### src/rtl/gray_seq_pkg.sv
// Shared types and Gray-code helpers for the gray_seq_ctrl slice.
// The sequence index maps to the code as reflected binary: gray = idx ^ (idx >> 1).
package gray_seq_pkg;

    typedef enum logic [1:0] {
        OP_STEP_UP = 2'b00,
        OP_STEP_DN = 2'b01,
        OP_GOTO    = 2'b10,
        OP_NOP     = 2'b11
    } op_e;

    typedef enum logic [1:0] {
        ST_IDLE = 2'd0,
        ST_RUN  = 2'd1,
        ST_DONE = 2'd2
    } state_e;

    function automatic logic [2:0] gray_to_idx(input logic [2:0] g);
        logic [2:0] idx;
        idx[2] = g[2];
        idx[1] = idx[2] ^ g[1];
        idx[0] = idx[1] ^ g[0];
        return idx;
    endfunction

    function automatic logic [2:0] idx_to_gray(input logic [2:0] idx);
        return idx ^ (idx >> 1);
    endfunction

    function automatic logic [2:0] gray_next(input logic [2:0] g);
        return idx_to_gray(gray_to_idx(g) + 3'd1);
    endfunction

    function automatic logic [2:0] gray_prev(input logic [2:0] g);
        return idx_to_gray(gray_to_idx(g) - 3'd1);
    endfunction

endpackage

### src/rtl/gray_seq_ctrl_stepper.sv
// 3-bit Gray position register; moves one code per step, up when dir=1.
module gray3_stepper
    import gray_seq_pkg::*;
(
    input  logic       clk,
    input  logic       rst_n,
    input  logic       step,
    input  logic       dir,
    output logic [2:0] gray
);

    always_ff @(posedge clk or negedge rst_n) begin
        if (!rst_n) begin
            gray <= 3'b000;
        end else if (step) begin
            gray <= dir ? gray_next(gray) : gray_prev(gray);
        end
    end

endmodule

### src/rtl/gray_seq_ctrl.sv
// Command-driven Gray position sequencer with dwell pacing and abort.
// Define GRAY_SEQ_CTRL_GOTO_EN to compile in shortest-path GOTO; otherwise GOTO acts as NOP.
//
//   state   | meaning
//   --------+-------------------------------------------------
//   ST_IDLE | waiting for a command, cmd_ready=1
//   ST_RUN  | dwell/step loop until remaining hits 0 or abort
//   ST_DONE | one-cycle completion pulse, then back to idle
module gray_seq_ctrl
    import gray_seq_pkg::*;
#(
    parameter int N_W   = 8,
    parameter int DWELL = 0
) (
    input  logic           clk,
    input  logic           rst_n,
    input  logic           cmd_valid,
    output logic           cmd_ready,
    input  logic [1:0]     cmd_op,
    input  logic [N_W-1:0] cmd_arg,
    input  logic           abort,
    output logic [2:0]     gray,
    output logic           step_stb,
    output logic           busy,
    output logic           done,
    output logic           aborted
);

    localparam int DW_W = (DWELL > 0) ? $clog2(DWELL + 1) : 1;
    localparam logic [DW_W-1:0] DWELL_V = DW_W'(DWELL);

    state_e          state, state_nxt;
    logic [N_W-1:0]  remaining;
    logic [DW_W-1:0] dwell_cnt;
    logic            dir;
    logic            abort_q;
    logic            step;
    logic            start_up;
    logic [N_W-1:0]  start_rem;
    logic            accept;
    op_e             op;

    assign op     = op_e'(cmd_op);
    assign accept = (state == ST_IDLE) && cmd_valid;
    assign step   = (state == ST_RUN) && !abort && (dwell_cnt == '0);

`ifdef GRAY_SEQ_CTRL_GOTO_EN
    logic [2:0] goto_dist;
    logic [2:0] goto_back;
    assign goto_dist = gray_to_idx(cmd_arg[2:0]) - gray_to_idx(gray);
    assign goto_back = 3'd0 - goto_dist;
`endif

    // Decode the offered command into direction and step count; zero means no RUN.
    always_comb begin
        start_up  = 1'b1;
        start_rem = '0;
        case (op)
            OP_STEP_UP: begin
                start_up  = 1'b1;
                start_rem = cmd_arg;
            end
            OP_STEP_DN: begin
                start_up  = 1'b0;
                start_rem = cmd_arg;
            end
`ifdef GRAY_SEQ_CTRL_GOTO_EN
            OP_GOTO: begin
                if (goto_dist <= 3'd4) begin
                    start_up  = 1'b1;
                    start_rem = N_W'(goto_dist);
                end else begin
                    start_up  = 1'b0;
                    start_rem = N_W'(goto_back);
                end
            end
`endif
            default: begin
                start_up  = 1'b1;
                start_rem = '0;
            end
        endcase
    end

    always_ff @(posedge clk or negedge rst_n) begin
        if (!rst_n) begin
            state <= ST_IDLE;
        end else begin
            state <= state_nxt;
        end
    end

    always_comb begin
        state_nxt = state;
        case (state)
            ST_IDLE: begin
                if (cmd_valid) begin
                    state_nxt = (start_rem != '0) ? ST_RUN : ST_DONE;
                end
            end
            ST_RUN: begin
                if (abort) begin
                    state_nxt = ST_DONE;
                end else if (step && (remaining == N_W'(1))) begin
                    state_nxt = ST_DONE;
                end
            end
            ST_DONE: state_nxt = ST_IDLE;
            default: state_nxt = ST_IDLE;
        endcase
    end

    always_comb begin
        cmd_ready = (state == ST_IDLE);
        busy      = (state != ST_IDLE);
        done      = (state == ST_DONE);
        aborted   = (state == ST_DONE) && abort_q;
    end

    // Dwell is a down-counter reloaded on every step; a step fires at terminal count.
    always_ff @(posedge clk or negedge rst_n) begin
        if (!rst_n) begin
            remaining <= '0;
            dwell_cnt <= '0;
            dir       <= 1'b0;
            abort_q   <= 1'b0;
            step_stb  <= 1'b0;
        end else begin
            step_stb <= step;
            if (accept) begin
                remaining <= start_rem;
                dir       <= start_up;
                dwell_cnt <= DWELL_V;
                abort_q   <= 1'b0;
            end else if (state == ST_RUN) begin
                if (abort) begin
                    abort_q <= 1'b1;
                end else if (dwell_cnt == '0) begin
                    dwell_cnt <= DWELL_V;
                    remaining <= remaining - 1'b1;
                end else begin
                    dwell_cnt <= dwell_cnt - 1'b1;
                end
            end
        end
    end

    gray3_stepper u_stepper (
        .clk   (clk),
        .rst_n (rst_n),
        .step  (step),
        .dir   (dir),
        .gray  (gray)
    );

endmodule
### config.mk
export PLATFORM = sky130hd
export DESIGN_NAME = gray_seq_ctrl
export DESIGN_NICKNAME = d
export VERILOG_FILES = /design/src/rtl/gray_seq_pkg.sv /design/src/rtl/gray_seq_ctrl_stepper.sv /design/src/rtl/gray_seq_ctrl.sv
export SDC_FILE = /design/constraint.sdc
export NUM_CORES = 1
export LEC_CHECK = 0
export CAP_MARGIN = 20
export CORE_MARGIN = 2
export CORE_UTILIZATION = 55
export DETAILED_ROUTE_END_ITERATION = 8
export DONT_BUFFER_PORTS = 1
export PLACE_DENSITY = 0.69
export SYNTH_ARGS = -nofsm -noshare
export SYNTH_HDL_FRONTEND = slang
export SYNTH_SLANG_ARGS = --single-unit
export TNS_END_PERCENT = 1
### constraint.sdc
create_clock -name clk -period 4.9 [get_ports clk]
set_clock_uncertainty 0.05 [all_clocks]
set_input_delay 0.245 -clock clk [delete_from_list [all_inputs] [get_ports clk]]
set_output_delay 0.245 -clock clk [all_outputs]
set_load 0.01 [all_outputs]
; ---- Word level (Yosys, flattened, before mapping)
; Index checks and enable logic that the tools add are counted.
; Widths: inputs -> output; s select.
[classes]
n_mux = 19
add_sub_neg = 4
bitwise_logic = 5
n_reduce_logical = 17
n_eq_ne = 8
[op_table]
columns = op, n
row1 = $mux 8, 5
row2 = $eq 8x1->1 const B, 1
row3 = $mux 1, 8
row4 = $mux 2, 4
row5 = $reduce_bool 8->1, 1
row6 = $sub 8x1->8 const B, 1
row7 = $reduce_and 2->1, 3
row8 = $reduce_bool 2->1, 3
row9 = $xor 3x2->3, 2
row10 = $logic_and 1x1->1, 5
row11 = $eq 2x1->1 const B, 2
row12 = $logic_not 2->1, 2
row13 = $ne 2x1->1 const B, 2
row14 = $pmux 2 s2, 1
row15 = $add 3x1->3 const B, 1
row16 = $mux 3, 1
row17 = $ne 3x2->1 const B, 1
row18 = $reduce_and 3->1, 1
row19 = $sub 3x1->3 const B, 1
row20 = $eq 2x2->1 const B, 1
row21 = $ne 2x2->1 const B, 1
row22 = $reduce_or 2->1, 1
row23 = $xor 1x1->1, 2
row24 = $logic_not 1->1, 1
row25 = 2 further kinds, 2
[word_totals]
ff_bits = 17
out_inout_bits = 8

; ---- Logic depth before layout (Yosys ltp)
; Gate-level depths: netlist (run 1).
[depth]
word_depth = 7
mapped_depth = 6
ltp_nobuf = 5

; ---- Hierarchy
; Synthesis (run 1) repeated with hierarchy kept, for this count alone.
[unflattened]
hier_cells = 89
area_unflattened_um2 = 930.9
[modules_own_cells]
columns = module, n_inst, seq_area_each_um2, area_each_um2, cells_each
row1 = gray_seq_ctrl, 1, 325.3, 770.7, 78
row2 = gray3_stepper, 1, 75.1, 160.2, 11

; ---- Least setup slack after synthesis (run 1)
; No wires, ideal clock.
[synth_timing]
path_kind = register to register
from = register state[1]
to = register remaining[7]
n_path_buf = 2
period_less_slack_ns = 1.862
arrival_ns = 1.730
path_stages_with_launch = 6
slack_ns = 3.038
cell_sequence = dfrtp_1 -> buf_6 -> or4b_1 -> buf_2 -> or4_1 -> a31oi_1
[synth_between]
elab_chain_cells = 4
elab_cells_between_ends = 8
[synth_lines]
columns = element, line_no
row1 = from (decl), gray_seq_ctrl.sv:32  ; state_e state, state_nxt;
row2 = from (signal assigned), gray_seq_ctrl.sv:89  ; state <= state_nxt;
row3 = $logic_not 2->1, gray_seq_ctrl.sv:44  ; assign accept = (state == ST_IDLE) && cmd_valid;
row4 = $logic_and 1x1->1, gray_seq_ctrl.sv:44
row5 = $ne 2x1->1 (no source line) / $reduce_bool 2->1 (equally long branches), n/a
row6 = $reduce_and 3->1 (no source line), n/a
row7 = to (signal assigned), gray_seq_ctrl.sv:131  ; remaining <= start_rem;
row8 = to (signal assigned), gray_seq_ctrl.sv:140  ; remaining <= remaining - 1'b1;
row9 = to (decl), gray_seq_ctrl.sv:33  ; logic [N_W-1:0] remaining;
; Parallel ways exist; a longest one is shown, timed or not.
; A chain may end at the register's enable or synchronous reset.

; ---- Worst setup path in the final report (run 1)
; Same ends and word-level chain as after synthesis.

==> results.md, run 1 <==
- Outcome: finished clean
- Worst slew margin relative to its limit: 0.501
- Fin cells: 113
- Area of the multi-input gates: 425 sq um
- Number of remaining DRC errors: 0
- Maximum fanout along the worst path: 9
- Net switching power figure: 0.198 mW
- Total CTS buffers: 3
- Launching element type of the critical path: flip-flop
- Cell count after synthesis: 94
- Max Cap Viol: 0
- Vias/cell: 6.73
- Crit-path leading delay family: simple AND/OR/NAND/NOR gates
- Post-CTS clock slew at the launch and capture registers of the worst setup and hold paths: 90 ps
- Critical path class: reg -> reg
- Synth top area share: 0.451
- Final weighted congestion of routability-driven global placement: 0.863
- Share of layout cells above drive strength 1: 0.0825
- Leading post-synthesis cells by cell area: sky130_fd_sc_hd__dfrtp_1 45%, sky130_fd_sc_hd__nand3_1 5.1%, sky130_fd_sc_hd__a21oi_1 3.9%, sky130_fd_sc_hd__inv_1 3.4%, sky130_fd_sc_hd__or4_1 3.4%
- Transition time at the pin with the least slew margin: 747 ps
- Filler cell count: 133
- Primary flip-flop cell chosen by synthesis mapping: sky130_fd_sc_hd__dfrtp_1
- Area inside the core boundary: 1510 sq um
- Post-Place Cells: 106
- Number of nets in the synthesized netlist: 110
- Routed wire length: 1860 um
- Post-layout power: 0.496 mW
- Number of port buffers: 0
- Clock network power share: 0.176
- Number of different library cells in the post-synthesis netlist: 37
- Top-Level Pins: 22
- Largest area contributor in the netlist: sky130_fd_sc_hd__dfrtp_1
- 1st-pass router iterations: 5
- Worst min-delay path startpoint: cmd_arg[5]
- Upper clock frequency limit: 515 MHz
- CTS root buf: sky130_fd_sc_hd__clkbuf_4
- Final worst hold slack: 58.6 ps
- Final setup fails: 0
- Vias after detailed routing: 760
- Combinational fraction of design power: 0.328
- RSZ-0062 raised after global routing: false
- Peak supply drop: 0.290 mV
- Cell count of the worst reg-to-reg path: 3
- Non-Filler Cell Area, Final: 945 sq um
- Number of buffer and inverter stages on the critical path: 0
- Slowest-stage cell, CP: sky130_fd_sc_hd__or4b_1
- CTS tree: done
- Final worst-path cycle share: 0.396
- Clock H-tree levels: 1
- Aggregate negative setup slack: 0 ps
- Path type of the worst min-delay path: in -> reg
- Antenna diode count: 0
- Count of final hold-check violations: 0
- HPWL after DPL: 1360 um
- Count of nets after finishing: 114
- Number of flops mapped to enable cells by yosys: 0
- Routed length per placed instance: 16.4 um
- Data arrival, critical path: 2100 ps
- Total stage count of the critical path: 3
- Yosys warning count: 0
- Power share of the sequential group: 0.496
- X dimension of the die: 44.2 um
- Critical Path Start: state[1]$_DFFE_PN0P_
- Worst stage delay on the critical path: 700 ps
- P&R area growth vs syn: 6.49%
- GR Util All Layers: 0.225
- Standard-cell row count: 14
- Vias in the first global route: 738
- PnR worst setup slack: 2960 ps
- Category of the worst setup path capture point: flip-flop
- Total leakage power: 0.413 nW
- Shortest period the worst path allows: 1940 ps
- Cell internal power dissipation: 0.298 mW
- Wire length of the first global-routing pass: 3190 um
- Sequential-to-total area share from yosys stat: 0.451
- Mean instance size in the synthesized netlist: 9.44 sq um
- Sinks on the clock net: 16
- Data required time at the worst endpoint: 5060 ps
- Global route total overflow: 0
- Number of antenna violations at the first check in global routing: 0
- Fraction of power spent switching nets: 0.400
- Worst hold path depth: 2
- Most common cell in the netlist: sky130_fd_sc_hd__dfrtp_1
- Clock latency at the later pin of the worst-skew pair: 290 ps
- Final standard cell utilization of the core: 0.627
- Top cell types by occurrence after synthesis: 16 x sky130_fd_sc_hd__dfrtp_1, 9 x sky130_fd_sc_hd__nand3_1, 8 x sky130_fd_sc_hd__inv_1, 7 x sky130_fd_sc_hd__a21oi_1
- Final count of pins violating max slew: 0
- Maximum number of pins on one net before global-route repair: 17
- Die area: 1950 sq um
- Violation count after the first detailed-route iteration: 45
- Number of routed nets with antenna violations: 0
- Worst slack, placed: 2980 ps
- Post-synthesis register bit count: 16
- Post-placement cell area: 883 sq um
- Register cell area after layout: 400 sq um
- Reg-to-reg startpoint: state[1]$_DFFE_PN0P_
- Clock tree buffer depth: 2
- Initial core utilization: 0.589
- PwrDens: 525 nW/um^2
- Async SR Flop Fraction: 1.00
- Cells traversed along the worst timing path: or4b_1, or4_1, a31oi_1
- Height of the die: 44.2 um
- PostCTS Resize Cnt: 0
- Mapped Area: 887 sq um
[metal layers]
| metal | vias up | wire (um) | part of all wire | GRT usage |
|---|---|---|---|---|
| met5 | - | 0 | 0 | 0 |
| met4 | 0 | 22 | 0.012 | 0.109 |
| met3 | 4 | 175 | 0.094 | 0.0531 |
| met2 | 39 | 891 | 0.48 | 0.329 |
| met1 | 356 | 767 | 0.41 | 0.316 |
| li1 | 361 | - | - | - |
[final timing paths]
| check | to | slack (ps) |
|---|---|---|
| max in group asynchronous | state[0]$_DFFE_PN0P_ | 3950 |
| min in group asynchronous | u_stepper.gray[0]$_DFFE_PN0P_ | 390 |
| min reg2reg | abort_q$_DFFE_PN0P_ | 500 |
| max | remaining[7]$_DFFE_PN0P_ | 2960 |
| max reg2reg | remaining[7]$_DFFE_PN0P_ | 2960 |
| min | remaining[5]$_DFFE_PN0P_ | 60 |
[repair_timing]
action / 4_1_cts / 5_1_grt
endpoints found under the setup margin: 0 / 0
buffers inserted: 0 / 0
hold endpoints to repair: 17 / 0
hold buffers: 2 / 0
[final cells by class]
| class | count | share of cell area |
|---|---|---|
| Multi-Input combinational cell | 64 | 0.450 |
| Timing Repair Buffer | 3 | 0.0265 |
| Sequential cell | 16 | 0.424 |
| Clock buffer | 4 | 0.0384 |
| Tap cell | 16 | 0.0212 |
| Inverter | 10 | 0.0397 |
[kinds of logic (layout without fill, tap and decap cells)]
kind of cell / count (synthesis) / in the layout / share of synthesized area
AOI/OAI and AO/OA: 25 / 25 / 0.183
DFF: 16 / 16 / 0.451
xor gates and xnor gates: 3 / 3 / 0.0296
buffers and inverters: 14 / 17 / 0.0691
and+or+nand+nor: 33 / 33 / 0.227
adders and majority gates: 2 / 2 / 0.0282
muxes: 1 / 1 / 0.0113
[worst reg2reg max path, stage by stage (launching register included)]
cell	delay, ps
sky130_fd_sc_hd__dfrtp_1	450
sky130_fd_sc_hd__or4b_1	700
sky130_fd_sc_hd__or4_1	510
sky130_fd_sc_hd__a31oi_1	160
[power by group through the flow]
stage | Sequential [mW] | Combinational (mW) | Clock, mW
final | 0.246 | 0.163 | 0.0874
after global routing | 0.257 | 0.191 | 0.0936
after CTS | 0.246 | 0.162 | 0.0889
after detailed placement | 0.248 | 0.158 | 0
after global placement | 0.248 | 0.153 | 0
after floorplan | 0.231 | 0.136 | 0
[placed cells by master (no fill, tap or decap), drive strengths merged, types with 3 or more instances in the layout]
| cell type | n |
|---|---|
| dfrtp | 16 |
| nand3 | 9 |
| inv | 9 |
| a21oi | 7 |
| clkbuf | 5 |
| o21ai | 4 |
| or4 | 4 |
| nor2 | 3 |
| nor3 | 3 |
| a31oi | 3 |
No activity file was read; power rests on OpenSTA's default activity.
==> run 2: changes to the inputs <==
- CORE_UTILIZATION: 55 -> 54
- PLACE_DENSITY: 0.69 -> 0.71
- clock period: 4.9 -> 1.7 ns (I/O delays scaled with it)
==> results.md, run 2 (synthesis gave the netlist of run 1 again) <==
- Worst stage delay on the critical path: 520 ps (-180 ps)
- Critical Path Start: remaining[2]$_DFFE_PN0P_
- Maximum fanout along the worst path: 8 (-1)
- Data arrival, critical path: 1850 ps (-250 ps)
- Post-CTS clock slew at the launch and capture registers of the worst setup and hold paths: 100 ps (about the same)
- PwrDens: 1410 nW/um^2 (+170%)
- Post-CTS Repair Setup Buffers: 0 (unchanged)
- Total leakage power: 0.504 nW (+22%)
- Die area: 1980 sq um (+1.7%)
- Final worst-path cycle share: 0.982 (+0.586)
- Standard-cell row count: 14 (unchanged)
- Crit-path leading delay family: simple AND/OR/NAND/NOR gates
- Final worst hold slack: 15.6 ps (-43.0 ps)
- P&R area growth vs syn: 28.1%
- Transition time at the pin with the least slew margin: 754 ps (+6.77 ps)
- Wire length of the first global-routing pass: 3550 um (+11%)
- Slowest-stage cell, CP: sky130_fd_sc_hd__or4b_4
- Max Cap Viol: 0 (unchanged)
- HPWL after DPL: 1470 um (+7.9%)
- Category of the worst setup path capture point: flip-flop
- Clock tree buffer depth: 2 (unchanged)
- Number of antenna violations at the first check in global routing: 0 (unchanged)
- Data required time at the worst endpoint: 1880 ps (-3180 ps)
- Path type of the worst min-delay path: in -> reg
- Worst slew margin relative to its limit: 0.496 (-0.00509)
- Final setup fails: 0 (unchanged)
- Outcome: finished clean
- Number of port buffers: 0 (unchanged)
- Number of remaining DRC errors: 0 (unchanged)
- Count of final hold-check violations: 0 (unchanged)
- Aggregate negative setup slack: 0 ps (unchanged)
- Critical path class: reg -> reg
- CTS root buf: sky130_fd_sc_hd__clkbuf_4
- Maximum number of pins on one net before global-route repair: 17 (unchanged)
- Routed length per placed instance: 16.4 um (about the same)
- Upper clock frequency limit: 599 MHz (+16%)
- Initial core utilization: 0.582 (-0.00677)
- X dimension of the die: 44.5 um (+0.84%)
- Clock latency at the later pin of the worst-skew pair: 300 ps (about the same)
- Launching element type of the critical path: flip-flop
- Final weighted congestion of routability-driven global placement: 0.807 (-6.5%)
- Number of buffer and inverter stages on the critical path: 1 (+1)
- Leading cell type in the layout, fill and taps excluded: sky130_fd_sc_hd__dfrtp_1
- Number of routed nets with antenna violations: 0 (unchanged)
- Clock H-tree levels: 1 (unchanged)
- Commonest cells after routing, fill and taps aside: 16 x sky130_fd_sc_hd__dfrtp_1, 13 x sky130_fd_sc_hd__dlygate4sd3_1, 9 x sky130_fd_sc_hd__nand3_1, 8 x sky130_fd_sc_hd__inv_1
- Vias in the first global route: 793 (+7.5%)
- 1st-pass router iterations: 4 (-1)
- Sinks on the clock net: 16 (unchanged)
- Area inside the core boundary: 1520 sq um (+1.2%)
- Top-Level Pins: 22 (unchanged)
- Vias after detailed routing: 846 (+11%)
- Total CTS buffers: 3 (unchanged)
- Share of layout cells above drive strength 1: 0.174 (+0.0914)
- Reg-to-reg startpoint: remaining[2]$_DFFE_PN0P_
- Peak supply drop: 0.958 mV (+230%)
- Cells traversed along the worst timing path: or4b_4, buf_6, or4_1, nand3_1
- Worst min-delay path startpoint: cmd_op[1]
- CTS tree: done
- Final count of pins violating max slew: 0 (unchanged)
- Vias/cell: 6.46 (-4.0%)
- Register cell area after layout: 400 sq um (unchanged)
- Routed wire length: 2150 um (+16%)
- Shortest period the worst path allows: 1670 ps (-273 ps)
- Global route total overflow: 0 (unchanged)
- Count of nets after finishing: 132 (+16%)
- Violation count after the first detailed-route iteration: 29 (-36%)
- Filler cell count: 106 (-20%)
- Area of the multi-input gates: 448 sq um (+5.3%)
- Height of the die: 44.5 um (+0.84%)
- Antenna diode count: 0 (unchanged)
- GR Util All Layers: 0.247 (+0.0218)
[run 2: cell types whose count changed in the layout (fill, tap and decap cells not counted), sizes merged]
cell	before	now
dlygate4sd3	2	13
buf	0	8
clkbuf	5	4
[run 2: timing repair]
| item | in CTS | in global routing |
|---|---|---|
| pin swaps | 0 | 1 |
| hold buffers | 13 | 0 |
| endpoints found under the hold margin | 28 | 0 |
| gates resized for setup | 1 | 7 |
| setup endpoints to repair | 1 | 5 |
[run 2: report_power, final]
group / switching, mW / internal [mW] / leakage, nW
sequential: 0.156 / 0.524 / 0.198
clock: 0.128 / 0.131 / 0.0210
combinational: 0.347 / 0.315 / 0.285
total: 0.631 / 0.969 / 0.504
[run 2: path summary, 6_finish.rpt]
check | cells after the start | end | slack (ps)
max | 4 | remaining[4]$_DFFE_PN0P_ | 30
min in group asynchronous | 1 | remaining[7]$_DFFE_PN0P_ | 240
max in group asynchronous | 1 | step_stb$_DFF_PN0_ | 880
max reg2reg | 4 | remaining[4]$_DFFE_PN0P_ | 30
min reg2reg | 2 | abort_q$_DFFE_PN0P_ | 500
min | 2 | dir$_DFFE_PN0P_ | 20
[run 2: through the flow]
stage / setup slack (ps) / power (mW) / util / cells / cell area [sq um]
global route: -4.71 / 1.72 / 0.745 / 131 / 1140
finish: 30.5 / 1.60 / 0.745 / 131 / 1140
CTS: 21.0 / 1.55 / 0.729 / 131 / 1110
detailed placement: 44.2 / 1.26 / 0.619 / 114 / 943
global placement: 56.7 / 1.24 / 0.619 / 114 / 943
floorplan: -127 / 1.06 / - / 94 / 893
[run 2: cell type report]
class / instances / area share
tap: 16 / 0.0176
inverter: 10 / 0.0330
clock buffer: 4 / 0.0319
multi-input combinational: 64 / 0.394
sequential: 16 / 0.352
timing repair buffer: 21 / 0.171
[run 2: metal layers]
layer	vias to the layer above	routed length, um	GRT usage
met5	-	0	0
met1	403	914	0.337
met2	41	999	0.391
li1	397	-	-
met4	0	34	0.109
met3	5	203	0.0327
==> run 3: changes to the inputs <==
==> constraint.sdc (replaced) <==
create_clock -name clk -period 1.7 [get_ports clk]
set_clock_uncertainty 0.05 [all_clocks]
set_input_delay 0.34 -clock clk [delete_from_list [all_inputs] [get_ports clk]]
set_output_delay 0.34 -clock clk [all_outputs]
set_load 0.01 [all_outputs]
==> results.md, run 3 (synthesis gave the netlist of run 1 again) <==
- Initial core utilization: 0.582 (unchanged)
- X dimension of the die: 44.5 um (unchanged)
- Clock tree buffer depth: 2 (unchanged)
- Vias in the first global route: 720 (-9.2%)
- Post-layout power: 1.49 mW (-7.2%)
- Max Cap Viol: 0 (unchanged)
- 1st-pass router iterations: 4 (unchanged)
- Top-Level Pins: 22 (unchanged)
- Routed length per placed instance: 16.3 um (-0.54%)
- Data required time at the worst endpoint: 1860 ps (-20 ps)
- Fin cells: 118 (-9.9%)
- Clock latency at the later pin of the worst-skew pair: 280 ps (-20 ps)
- Final count of pins violating max slew: 0 (unchanged)
- Clock H-tree levels: 1 (unchanged)
- Vias after detailed routing: 759 (-10%)
- Antenna diode count: 0 (unchanged)
- Count of final hold-check violations: 0 (unchanged)
- Cells traversed along the worst timing path: or4b_4, or4_1, a31oi_1
- Worst slew margin relative to its limit: 0.514 (+0.0178)
- Aggregate negative setup slack: 0 ps (unchanged)
- Final standard cell utilization of the core: 0.652 (-0.0936)
- Number of port buffers: 0 (unchanged)
- Vias/cell: 6.43 (-0.40%)
- Number of buffer and inverter stages on the critical path: 0 (-1)
- Number of antenna violations at the first check in global routing: 0 (unchanged)
- Standard-cell row count: 14 (unchanged)
- Routed wire length: 1930 um (-10%)
- Slowest-stage cell, CP: sky130_fd_sc_hd__or4b_4
- Busiest metal layer after global routing: met2
- HPWL after DPL: 1470 um (+0.18%)
- Met3 Usage GRT: 0.0408 (+0.00816)
- Critical path class: reg -> reg
- Met1 global-route usage: 0.312 (-0.0253)
- CTS root buf: sky130_fd_sc_hd__clkbuf_4
- Height of the die: 44.5 um (unchanged)
- Crit-path leading delay family: simple AND/OR/NAND/NOR gates
- Final weighted congestion of routability-driven global placement: 0.842 (+4.4%)
- GR Util All Layers: 0.224 (-0.0228)
- Transition time at the pin with the least slew margin: 727 ps (-26.6 ps)
- Number of routed nets with antenna violations: 0 (unchanged)
- P&R area growth vs syn: 12.0%
- Count of nets after finishing: 120 (-9.1%)
- Commonest cells after routing, fill and taps aside: 16 x sky130_fd_sc_hd__dfrtp_1, 9 x sky130_fd_sc_hd__nand3_1, 8 x sky130_fd_sc_hd__inv_1, 7 x sky130_fd_sc_hd__a21oi_1, 7 x sky130_fd_sc_hd__buf_4
- Post-Place Cells: 114 (unchanged)
- Number of remaining DRC errors: 0 (unchanged)
- Die area: 1980 sq um (unchanged)
- Path type of the worst min-delay path: in -> reg
- Data arrival, critical path: 1840 ps (about the same)
- Shortest period the worst path allows: 1680 ps (+8.28 ps)
- Total CTS buffers: 3 (unchanged)
- Filler cell count: 122 (+15%)
- Outcome: finished clean
- Wire length of the first global-routing pass: 3130 um (-12%)
- RSZ-0062 raised after global routing: true
- Total leakage power: 0.443 nW (-12%)
- CTS tree: done
- Worst stage delay on the critical path: 520 ps (about the same)
- Violation count after the first detailed-route iteration: 15 (-48%)
- Sinks on the clock net: 16 (unchanged)
- Upper clock frequency limit: 596 MHz (-0.49%)
- Post-CTS clock slew at the launch and capture registers of the worst setup and hold paths: 90 ps (about the same)
- Category of the worst setup path capture point: flip-flop
- Area inside the core boundary: 1520 sq um (unchanged)
- PwrDens: 1500 nW/um^2 (+6.1%)
- Launching element type of the critical path: flip-flop
- Peak supply drop: 0.757 mV (-21%)
- Leading cell type in the layout, fill and taps excluded: sky130_fd_sc_hd__dfrtp_1
- Final worst-path cycle share: 0.987 (+0.00487)
- Global route total overflow: 0 (unchanged)
- Maximum number of pins on one net before global-route repair: 17 (unchanged)
- Final setup fails: 0 (unchanged)
- Met2 demand-to-capacity share in global routing: 0.336 (-0.0551)
- Share of layout cells above drive strength 1: 0.167 (-0.00725)
- Maximum fanout along the worst path: 2 (-6)
[run 3: changes by cell type in the layout (fill, tap and decap cells not counted)]
cell,before,now
sky130_fd_sc_hd__dlygate4sd3_1,13,1
sky130_fd_sc_hd__clkbuf_8,1,0
sky130_fd_sc_hd__nor4b_1,1,2
sky130_fd_sc_hd__nor4b_2,1,0
sky130_fd_sc_hd__or3b_1,0,1
sky130_fd_sc_hd__or3b_4,1,0
[run 3: per-stage QoR]
step | cell area (sq um) | hold slack [ps] | worst slack [ps]
2_1_floorplan | 893 | -5.59 | -127
3_3_place_gp | 943 | -5.21 | 58.6
3_5_place_dp | 943 | -5.19 | 38.0
4_1_cts | 976 | 87.3 | 20.9
5_1_grt | 993 | 97.0 | -14.4
6_report | 993 | 92.8 | 22.2
[run 3: path summary, 6_finish.rpt]
path	start	end	slack [ps]	cells after the start
max	remaining[2]$_DFFE_PN0P_	remaining[7]$_DFFE_PN0P_	20	3
min	cmd_op[0]	dir$_DFFE_PN0P_	90	1
max reg2reg	remaining[2]$_DFFE_PN0P_	remaining[7]$_DFFE_PN0P_	20	3
min reg2reg	abort_q$_DFFE_PN0P_	abort_q$_DFFE_PN0P_	490	2
max in group asynchronous	rst_n	state[1]$_DFFE_PN0P_	650	1
min in group asynchronous	rst_n	remaining[5]$_DFFE_PN0P_	490	1
[run 3: repair_timing]
item | CTS | global route
resized for setup | 0 | 6
setup endpoints to repair | 0 | 4
endpoints found under the hold margin | 16 | 0
hold buffers | 1 | 0
setup buffers | 0 | 0
[run 3: layout make-up]
| cell class | count | area (sq um) | share of cell area |
|---|---|---|---|
| inverters | 10 | 37.5 | 0.0378 |
| flip-flops and latches | 16 | 400 | 0.403 |
| clock buffers | 3 | 22.5 | 0.0227 |
| repair buffers | 9 | 73.8 | 0.0743 |
| multi-input cells | 64 | 439 | 0.442 |
| well taps | 16 | 20.0 | 0.0202 |
[run 3: metal layers]
layer	routed length [um]	vias to the layer above
met5	0	-
met4	43	0
met3	118	7
met2	898	22
met1	868	354
li1	-	376
[run 3: worst reg2reg max path: stages, from the launching register on]
cell                      delay, ps
sky130_fd_sc_hd__dfrtp_1        390
sky130_fd_sc_hd__or4b_4         520
sky130_fd_sc_hd__or4_1          480
sky130_fd_sc_hd__a31oi_1        170
[run 3: power by group]
group | switching [mW] | internal [mW]
Clock | 0.117 | 0.0824
Sequential | 0.156 | 0.524
Combinational | 0.319 | 0.287
Total | 0.592 | 0.894
